==> src/rtl/out_arbiter_pkg.sv <==
// rtl/out_arbiter_pkg.sv - shared state type and helpers for the output arbiter
package out_arbiter_pkg;

   typedef enum logic [1:0] {
      ST_IDLE = 2'd0,
      ST_HDR  = 2'd1,
      ST_DATA = 2'd2
   } arb_state_e;

   function automatic int idx_width(input int n_srcs);
      return (n_srcs <= 1) ? 1 : $clog2(n_srcs);
   endfunction

   // Ones above the index field, source index below; the caller truncates to its word width.
   function automatic logic [63:0] hdr_word(input int idx_w, input logic [31:0] idx);
      return (~64'd0 << idx_w) | {32'd0, idx};
   endfunction

endpackage

==> src/rtl/out_arbiter_if.sv <==
// rtl/out_arbiter_if.sv - writer-side and ft2232-side handshake bundle for out_arbiter
interface out_arbiter_if #(
   parameter int N_SRCS = 4,
   parameter int DATA_W = 8
);
   logic [N_SRCS*DATA_W-1:0] src_data_i;
   logic [N_SRCS-1:0]        src_req_i;
   logic [N_SRCS-1:0]        src_ack_o;
   logic [N_SRCS-1:0]        grant_o;
   logic [DATA_W-1:0]        out_o;
   logic                     out_req_o;
   logic                     out_ack_i;

   modport master (
      input  src_data_i, src_req_i, out_ack_i,
      output src_ack_o, grant_o, out_o, out_req_o
   );

   modport slave (
      output src_data_i, src_req_i, out_ack_i,
      input  src_ack_o, grant_o, out_o, out_req_o
   );
endinterface

==> src/rtl/out_arbiter_rr_pick.sv <==
// rtl/out_arbiter_rr_pick.sv - cyclic priority picker: first requester at or after ptr
module out_arbiter_rr_pick #(
   parameter int N  = 4,
   parameter int IW = 2
) (
   input  logic [N-1:0]  req,
   input  logic [IW-1:0] ptr,
   output logic [IW-1:0] idx,
   output logic          any
);
   always_comb begin
      logic          found;
      logic [IW-1:0] k;
      found = 1'b0;
      idx   = '0;
      k     = '0;
      for (int i = 0; i < N; i++) begin
         k = IW'((int'(ptr) + i) % N);
         if (!found && req[k]) begin
            found = 1'b1;
            idx   = k;
         end
      end
   end

   assign any = |req;
endmodule

==> src/rtl/out_arbiter.sv <==
// rtl/out_arbiter.sv - round-robin merge of N_SRCS byte writers onto the ft2232 output port
// OUT_ARBITER_TAG_EN: prefix every burst with a {ones, source index} header word.
module out_arbiter
   import out_arbiter_pkg::*;
#(
   parameter int N_SRCS    = 4,
   parameter int DATA_W    = 8,
   parameter int MAX_BURST = 16
) (
   input logic            clk_i,
   input logic            reset_ni,
   out_arbiter_if.master  bus
);
   localparam int IDX_W = idx_width(N_SRCS);
   localparam int CNT_W = $clog2(MAX_BURST + 1);
   localparam logic [IDX_W-1:0] LAST_IDX = IDX_W'(N_SRCS - 1);
   localparam logic [CNT_W-1:0] CNT_LAST = CNT_W'(MAX_BURST - 1);

   arb_state_e        state_q, state_d;
   logic [IDX_W-1:0]  cur_q, cur_d, rr_q, rr_d, pick_idx, nxt_idx;
   logic [CNT_W-1:0]  cnt_q, cnt_d;
   logic [DATA_W-1:0] out_q, load_word;
   logic [N_SRCS-1:0] ack;
   logic              out_req_q, load, load_ok, pick_any;

   out_arbiter_rr_pick #(.N(N_SRCS), .IW(IDX_W)) u_pick (
      .req (bus.src_req_i),
      .ptr (rr_q),
      .idx (pick_idx),
      .any (pick_any)
   );

   assign load_ok = !out_req_q || bus.out_ack_i;
   assign nxt_idx = (cur_q == LAST_IDX) ? '0 : cur_q + IDX_W'(1);

   always_comb begin
      state_d   = state_q;
      cur_d     = cur_q;
      rr_d      = rr_q;
      cnt_d     = cnt_q;
      load      = 1'b0;
      load_word = '0;
      ack       = '0;
      case (state_q)
         ST_IDLE: begin
            if (pick_any) begin
               cur_d = pick_idx;
               cnt_d = '0;
`ifdef OUT_ARBITER_TAG_EN
               state_d = ST_HDR;
`else
               state_d = ST_DATA;
`endif
            end
         end
`ifdef OUT_ARBITER_TAG_EN
         ST_HDR: begin
            if (load_ok) begin
               load      = 1'b1;
               load_word = DATA_W'(hdr_word(IDX_W, 32'(cur_q)));
               state_d   = ST_DATA;
            end
         end
`endif
         ST_DATA: begin
            // A writer dropping its request gives up the rest of its burst.
            if (!bus.src_req_i[cur_q]) begin
               state_d = ST_IDLE;
               rr_d    = nxt_idx;
            end else if (load_ok) begin
               load      = 1'b1;
               load_word = bus.src_data_i[int'(cur_q)*DATA_W +: DATA_W];
               ack       = reset_ni ? (N_SRCS'(1) << cur_q) : '0;
               cnt_d     = cnt_q + CNT_W'(1);
               if (cnt_q == CNT_LAST) begin
                  state_d = ST_IDLE;
                  rr_d    = nxt_idx;
               end
            end
         end
         default: state_d = ST_IDLE;
      endcase
   end

   always_ff @(posedge clk_i) begin
      if (!reset_ni) begin
         state_q   <= ST_IDLE;
         cur_q     <= '0;
         rr_q      <= '0;
         cnt_q     <= '0;
         out_q     <= '0;
         out_req_q <= 1'b0;
      end else begin
         state_q <= state_d;
         cur_q   <= cur_d;
         rr_q    <= rr_d;
         cnt_q   <= cnt_d;
         if (load) begin
            out_q     <= load_word;
            out_req_q <= 1'b1;
         end else if (bus.out_ack_i) begin
            out_req_q <= 1'b0;
         end
      end
   end

   assign bus.src_ack_o = ack;
   assign bus.grant_o   = (state_q != ST_IDLE) ? (N_SRCS'(1) << cur_q) : '0;
   assign bus.out_o     = out_q;
   assign bus.out_req_o = out_req_q;
endmodule

==> src/flat_wrapper.sv <==
// flat-port wrapper written by rule: the top's interface ports become plain ports
module out_arbiter_flat import out_arbiter_pkg::*;
#(
   parameter int N_SRCS    = 4,
   parameter int DATA_W    = 8,
   parameter int MAX_BURST = 16
)
  (clk_i, reset_ni, bus_src_data_i, bus_src_req_i, bus_out_ack_i, bus_src_ack_o, bus_grant_o, bus_out_o, bus_out_req_o);
  out_arbiter_if #(.N_SRCS(N_SRCS), .DATA_W(DATA_W)) bus_i ();
  input logic clk_i;
  input logic reset_ni;
  input wire logic [$bits(bus_i.src_data_i)-1:0] bus_src_data_i;
  input wire logic [$bits(bus_i.src_req_i)-1:0] bus_src_req_i;
  input wire logic [$bits(bus_i.out_ack_i)-1:0] bus_out_ack_i;
  output wire logic [$bits(bus_i.src_ack_o)-1:0] bus_src_ack_o;
  output wire logic [$bits(bus_i.grant_o)-1:0] bus_grant_o;
  output wire logic [$bits(bus_i.out_o)-1:0] bus_out_o;
  output wire logic [$bits(bus_i.out_req_o)-1:0] bus_out_req_o;
  assign bus_i.src_data_i = bus_src_data_i;
  assign bus_i.src_req_i = bus_src_req_i;
  assign bus_i.out_ack_i = bus_out_ack_i;
  assign bus_src_ack_o = bus_i.src_ack_o;
  assign bus_grant_o = bus_i.grant_o;
  assign bus_out_o = bus_i.out_o;
  assign bus_out_req_o = bus_i.out_req_o;
  out_arbiter #(.N_SRCS(N_SRCS), .DATA_W(DATA_W), .MAX_BURST(MAX_BURST)) u_core (.clk_i(clk_i), .reset_ni(reset_ni), .bus(bus_i));
endmodule
==> config.mk <==
export PLATFORM = sky130hd
export DESIGN_NAME = out_arbiter_flat
export DESIGN_NICKNAME = d
export VERILOG_FILES = /design/src/rtl/out_arbiter_pkg.sv /design/src/rtl/out_arbiter_if.sv /design/src/rtl/out_arbiter_rr_pick.sv /design/src/rtl/out_arbiter.sv /design/src/flat_wrapper.sv
export SDC_FILE = /design/constraint.sdc
export NUM_CORES = 1
export LEC_CHECK = 0
export ABC_AREA = 0
export CAP_MARGIN = 20
export CORE_ASPECT_RATIO = 1.2
export CORE_MARGIN = 5
export CORE_UTILIZATION = 44
export CTS_CLUSTER_DIAMETER = 200
export CTS_CLUSTER_SIZE = 10
export DETAILED_ROUTE_END_ITERATION = 7
export GPL_TIMING_DRIVEN = 0
export PLACE_DENSITY = 0.85
export SYNTH_ARGS = -nofsm -noshare
export SYNTH_HDL_FRONTEND = slang
export SYNTH_SLANG_ARGS = --single-unit
export TNS_END_PERCENT = 1
==> constraint.sdc <==
create_clock -name clk_i -period 3.2 [get_ports clk_i]
set_input_delay 0.96 -clock clk_i [delete_from_list [all_inputs] [get_ports clk_i]]
set_output_delay 0.96 -clock clk_i [all_outputs]
set_load 0.02 [all_outputs]
==> flow_metrics.env <==
export IMPL_fin_crit_sh=0.9812
export IMPL_insertion_delay_ns=0.29
export IMPL_whs_ns=0.4689
export IMPL_p_per_area_mw_per_mm2=311.9
export IMPL_grt_usage=0.1839
export IMPL_dp_hpwl_um=2791
export IMPL_leakagePower_nw=0.6813
export IMPL_yosysWarnings=0
export IMPL_ios=56
export IMPL_ant_nets=0
export IMPL_grt_pass1_vias=1270
export IMPL_endpoint_kind="output pin"
export IMPL_htreeDepth=1
export IMPL_rsz0062_at_grt="false"
export IMPL_crit_buf_inv=2
export IMPL_arrival_ns=2.18
export IMPL_die_area_mm2=0.003859
export IMPL_worst_path_max_delay_cell="mux4_2"
export IMPL_critical_path_class="primary input to output pin"
export IMPL_ys_seq_elements=19
export IMPL_vdd_drop_max_mv=0.2422
export IMPL_setup_ws_ns=0.06028
export IMPL_crit_fanout=6
export IMPL_r2r_setup_slack_ns=1.37
export IMPL_cp_start_kind="primary input"
export IMPL_fin_util=0.7097
export IMPL_ys_types=29
export IMPL_crit_family="buffers and inverters"
export IMPL_die_h_um=67.06
export IMPL_status="finished clean"
export IMPL_rr_worst_depth=4
export IMPL_placed_cells=220
export IMPL_layout_commonest_cell="clkdlybuf4s50_1"
export IMPL_worst_pin_slew_ns=0.4744
export IMPL_drc_errors=0
export IMPL_gp_congestion=0.8727
export IMPL_hold_depth=2
export IMPL_synthFlopType="dfxtp_1"
export IMPL_postSynthAreaPerCell_um2=9.043
export IMPL_hold_viol=0
export IMPL_async_flop_share=0
export IMPL_min_period_ns=3.140
export IMPL_cts_tree="built"
export IMPL_cts_root_buf="clkbuf_4"
export IMPL_areaGrowthSynthToFinish_pct=53.25
export IMPL_seq_area_frac_synth=0.3187
export IMPL_vias_per_cell=5.213
export IMPL_syn_instance_count=132
export IMPL_diodes=0
export IMPL_post_route_cells_drive_above_1_share=0.1406
export IMPL_reg2reg_to="u_core.rr_q[1]"
export IMPL_antenna_found_initial=0
export IMPL_holdPathEnd="u_core.bus.out_o[0]"
export IMPL_slowest_delay_ns=0.50
export IMPL_r2r_start="u_core.cur_q[0]"
export IMPL_crit_chain="dlygate4sd2_1 > mux4_2 > nand3_2 > nor2_1 > clkdlybuf4s15_2"
export IMPL_core_area_mm2=0.002577
export IMPL_drt_iter0_markers=24
export IMPL_required_ns=2.24
export IMPL_hold_class="flip-flop to flip-flop"
export IMPL_pre_cts_ws_ns=-0.6003
export IMPL_cap_violations=0
export IMPL_finalClockSkew_ns=0.01019
export IMPL_final_cell_mix="47 x clkdlybuf4s50_1, 27 x nand2_1, 19 x dfxtp_1"
export IMPL_num_rows=20
export IMPL_clock_sinks=19
export IMPL_grt_pass1_wl_um=5526
export IMPL_setup_viol=0
export IMPL_initial_core_util=0.4631
export IMPL_synth_edf_count=0
export IMPL_min_from="u_core.bus.out_o[0]"
export IMPL_maxSlewViolCount=0
export IMPL_vias=1173
export IMPL_design_area_mm2=0.001829
export IMPL_port_buffers=55
export IMPL_cts_buffers=3
export IMPL_final_nets=238
export IMPL_die_w_um=57.55
export IMPL_overflow=0
export IMPL_fmax_mhz=318.5
export IMPL_synth_fp_nets=177
export IMPL_routed_wirelength_um=3351
export IMPL_layout_cells_non_filler=225
export IMPL_grt_max_degree=12
export IMPL_firstDrtPassIters=4
export IMPL_dpl_cell_area_mm2=0.001785
export IMPL_ctsLongestPathBuffers=2
export IMPL_clkTransAtPathRegs_ns=0.12
export IMPL_wl_per_cell_um=14.89
export IMPL_syn_cell_area_mm2=0.001194
export IMPL_maxSlewHeadroom=0.6809
-- per-stage QoR --
step                      setup TNS (ns)  power (mW)
final                                  0      0.5705
after global routing                   0      0.6032
after CTS                              0      0.5726
after detailed placement          -2.385      0.4541
after global placement            -2.251      0.4480
after floorplan                        0      0.3628
-- registers in the layout, indices dropped and copies added, names as in the netlist --
signal	cells
u_core.bus.out_o	8
u_core.bus.out_req_o	1
u_core.cnt_q	5
u_core.cur_q	2
u_core.rr_q	2
u_core.state_q	1
-- synth_stat cells, types with 2 or more instances --
cell type  instances  area [um2]
nand2_1           27       101.4
clkbuf_1           5       18.77
ha_1               6       75.07
a21oi_1            4       20.02
o21ai_0            3       15.01
inv_1              7       26.28
nor2_1             7       26.28
nand2b_1           2       12.51
mux4_2             9       202.7
and2_1             2       12.51
o21a_1             3       22.52
xor2_1             2       17.52
nand4_1            2       12.51
mux2i_1            3       30.03
a21boi_0          11       82.58
nor2b_1            2       12.51
dfxtp_1           19       380.4
and3_1             4       25.02
nand3_1            4       20.02
-- worst register-to-register path: cells and delay by family (launching register included) --
kind | cells | cell delay (ns)
AO/OA/AOI/OAI | 1 | 0.39
buffers and inverters | 1 | 0.18
multiplexers | 2 | 0.78
flip-flops | 1 | 0.42
-- layer usage --
layer  track usage  share of wire  up-vias
met5             0              0        -
met4       0.06377          0.019        0
met3       0.02519          0.040        6
met2        0.3460           0.58       37
met1        0.2078           0.36      547
li1              -              -      583
-- report_power, final --
group	internal, mW	switching (mW)	leakage, nW
combinational	0.107	0.0828	0.509
clock	0.0464	0.0745	0.0177
sequential	0.250	0.00973	0.155
total	0.403	0.167	0.681
-- layout make-up --
cell class | instances | area, um2
flip-flops and latches | 19 | 380.4
fillers | 211 | 748.2
clock inverters | 1 | 5.005
plain buffers | 8 | 43.79
clock buffers | 3 | 22.52
inverters | 7 | 26.28
well taps | 33 | 41.29
repair buffers | 56 | 558.0
multi-input cells | 98 | 752.0
-- timing repair --
action,in CTS,in global routing
resized for setup,17,3
setup endpoints to repair,4,6
buffers inserted,1,0
hold buffers,0,0
-- logic make-up after synthesis --
logic type	after synthesis	synth area share
xor gates and xnor gates	2	0.01468
DFF	19	0.3187
buffers and inverters	15	0.05766
AOI/OAI and AO/OA	24	0.1373
adders and majority gates	6	0.06289
muxes	12	0.1950
and+or+nand+nor	54	0.2138
-- worst max path at each step --
stage / start / end / slack [ns] / depth (start not counted)
final: bus_src_req_i[0] / bus_src_ack_o[2] / 0.06 / 5
after global routing: bus_src_req_i[0] / bus_src_ack_o[2] / 0.006 / 5
after CTS: u_core.cur_q[1] / bus_grant_o[1] / 0.03 / 5
after detailed placement: bus_src_req_i[0] / bus_src_ack_o[2] / -0.60 / 5
after global placement: bus_src_req_i[0] / bus_src_ack_o[3] / -0.57 / 5
after floorplan: bus_src_req_i[3] / bus_src_ack_o[1] / 0.48 / 3
Power figures use the tool's default switching activity.
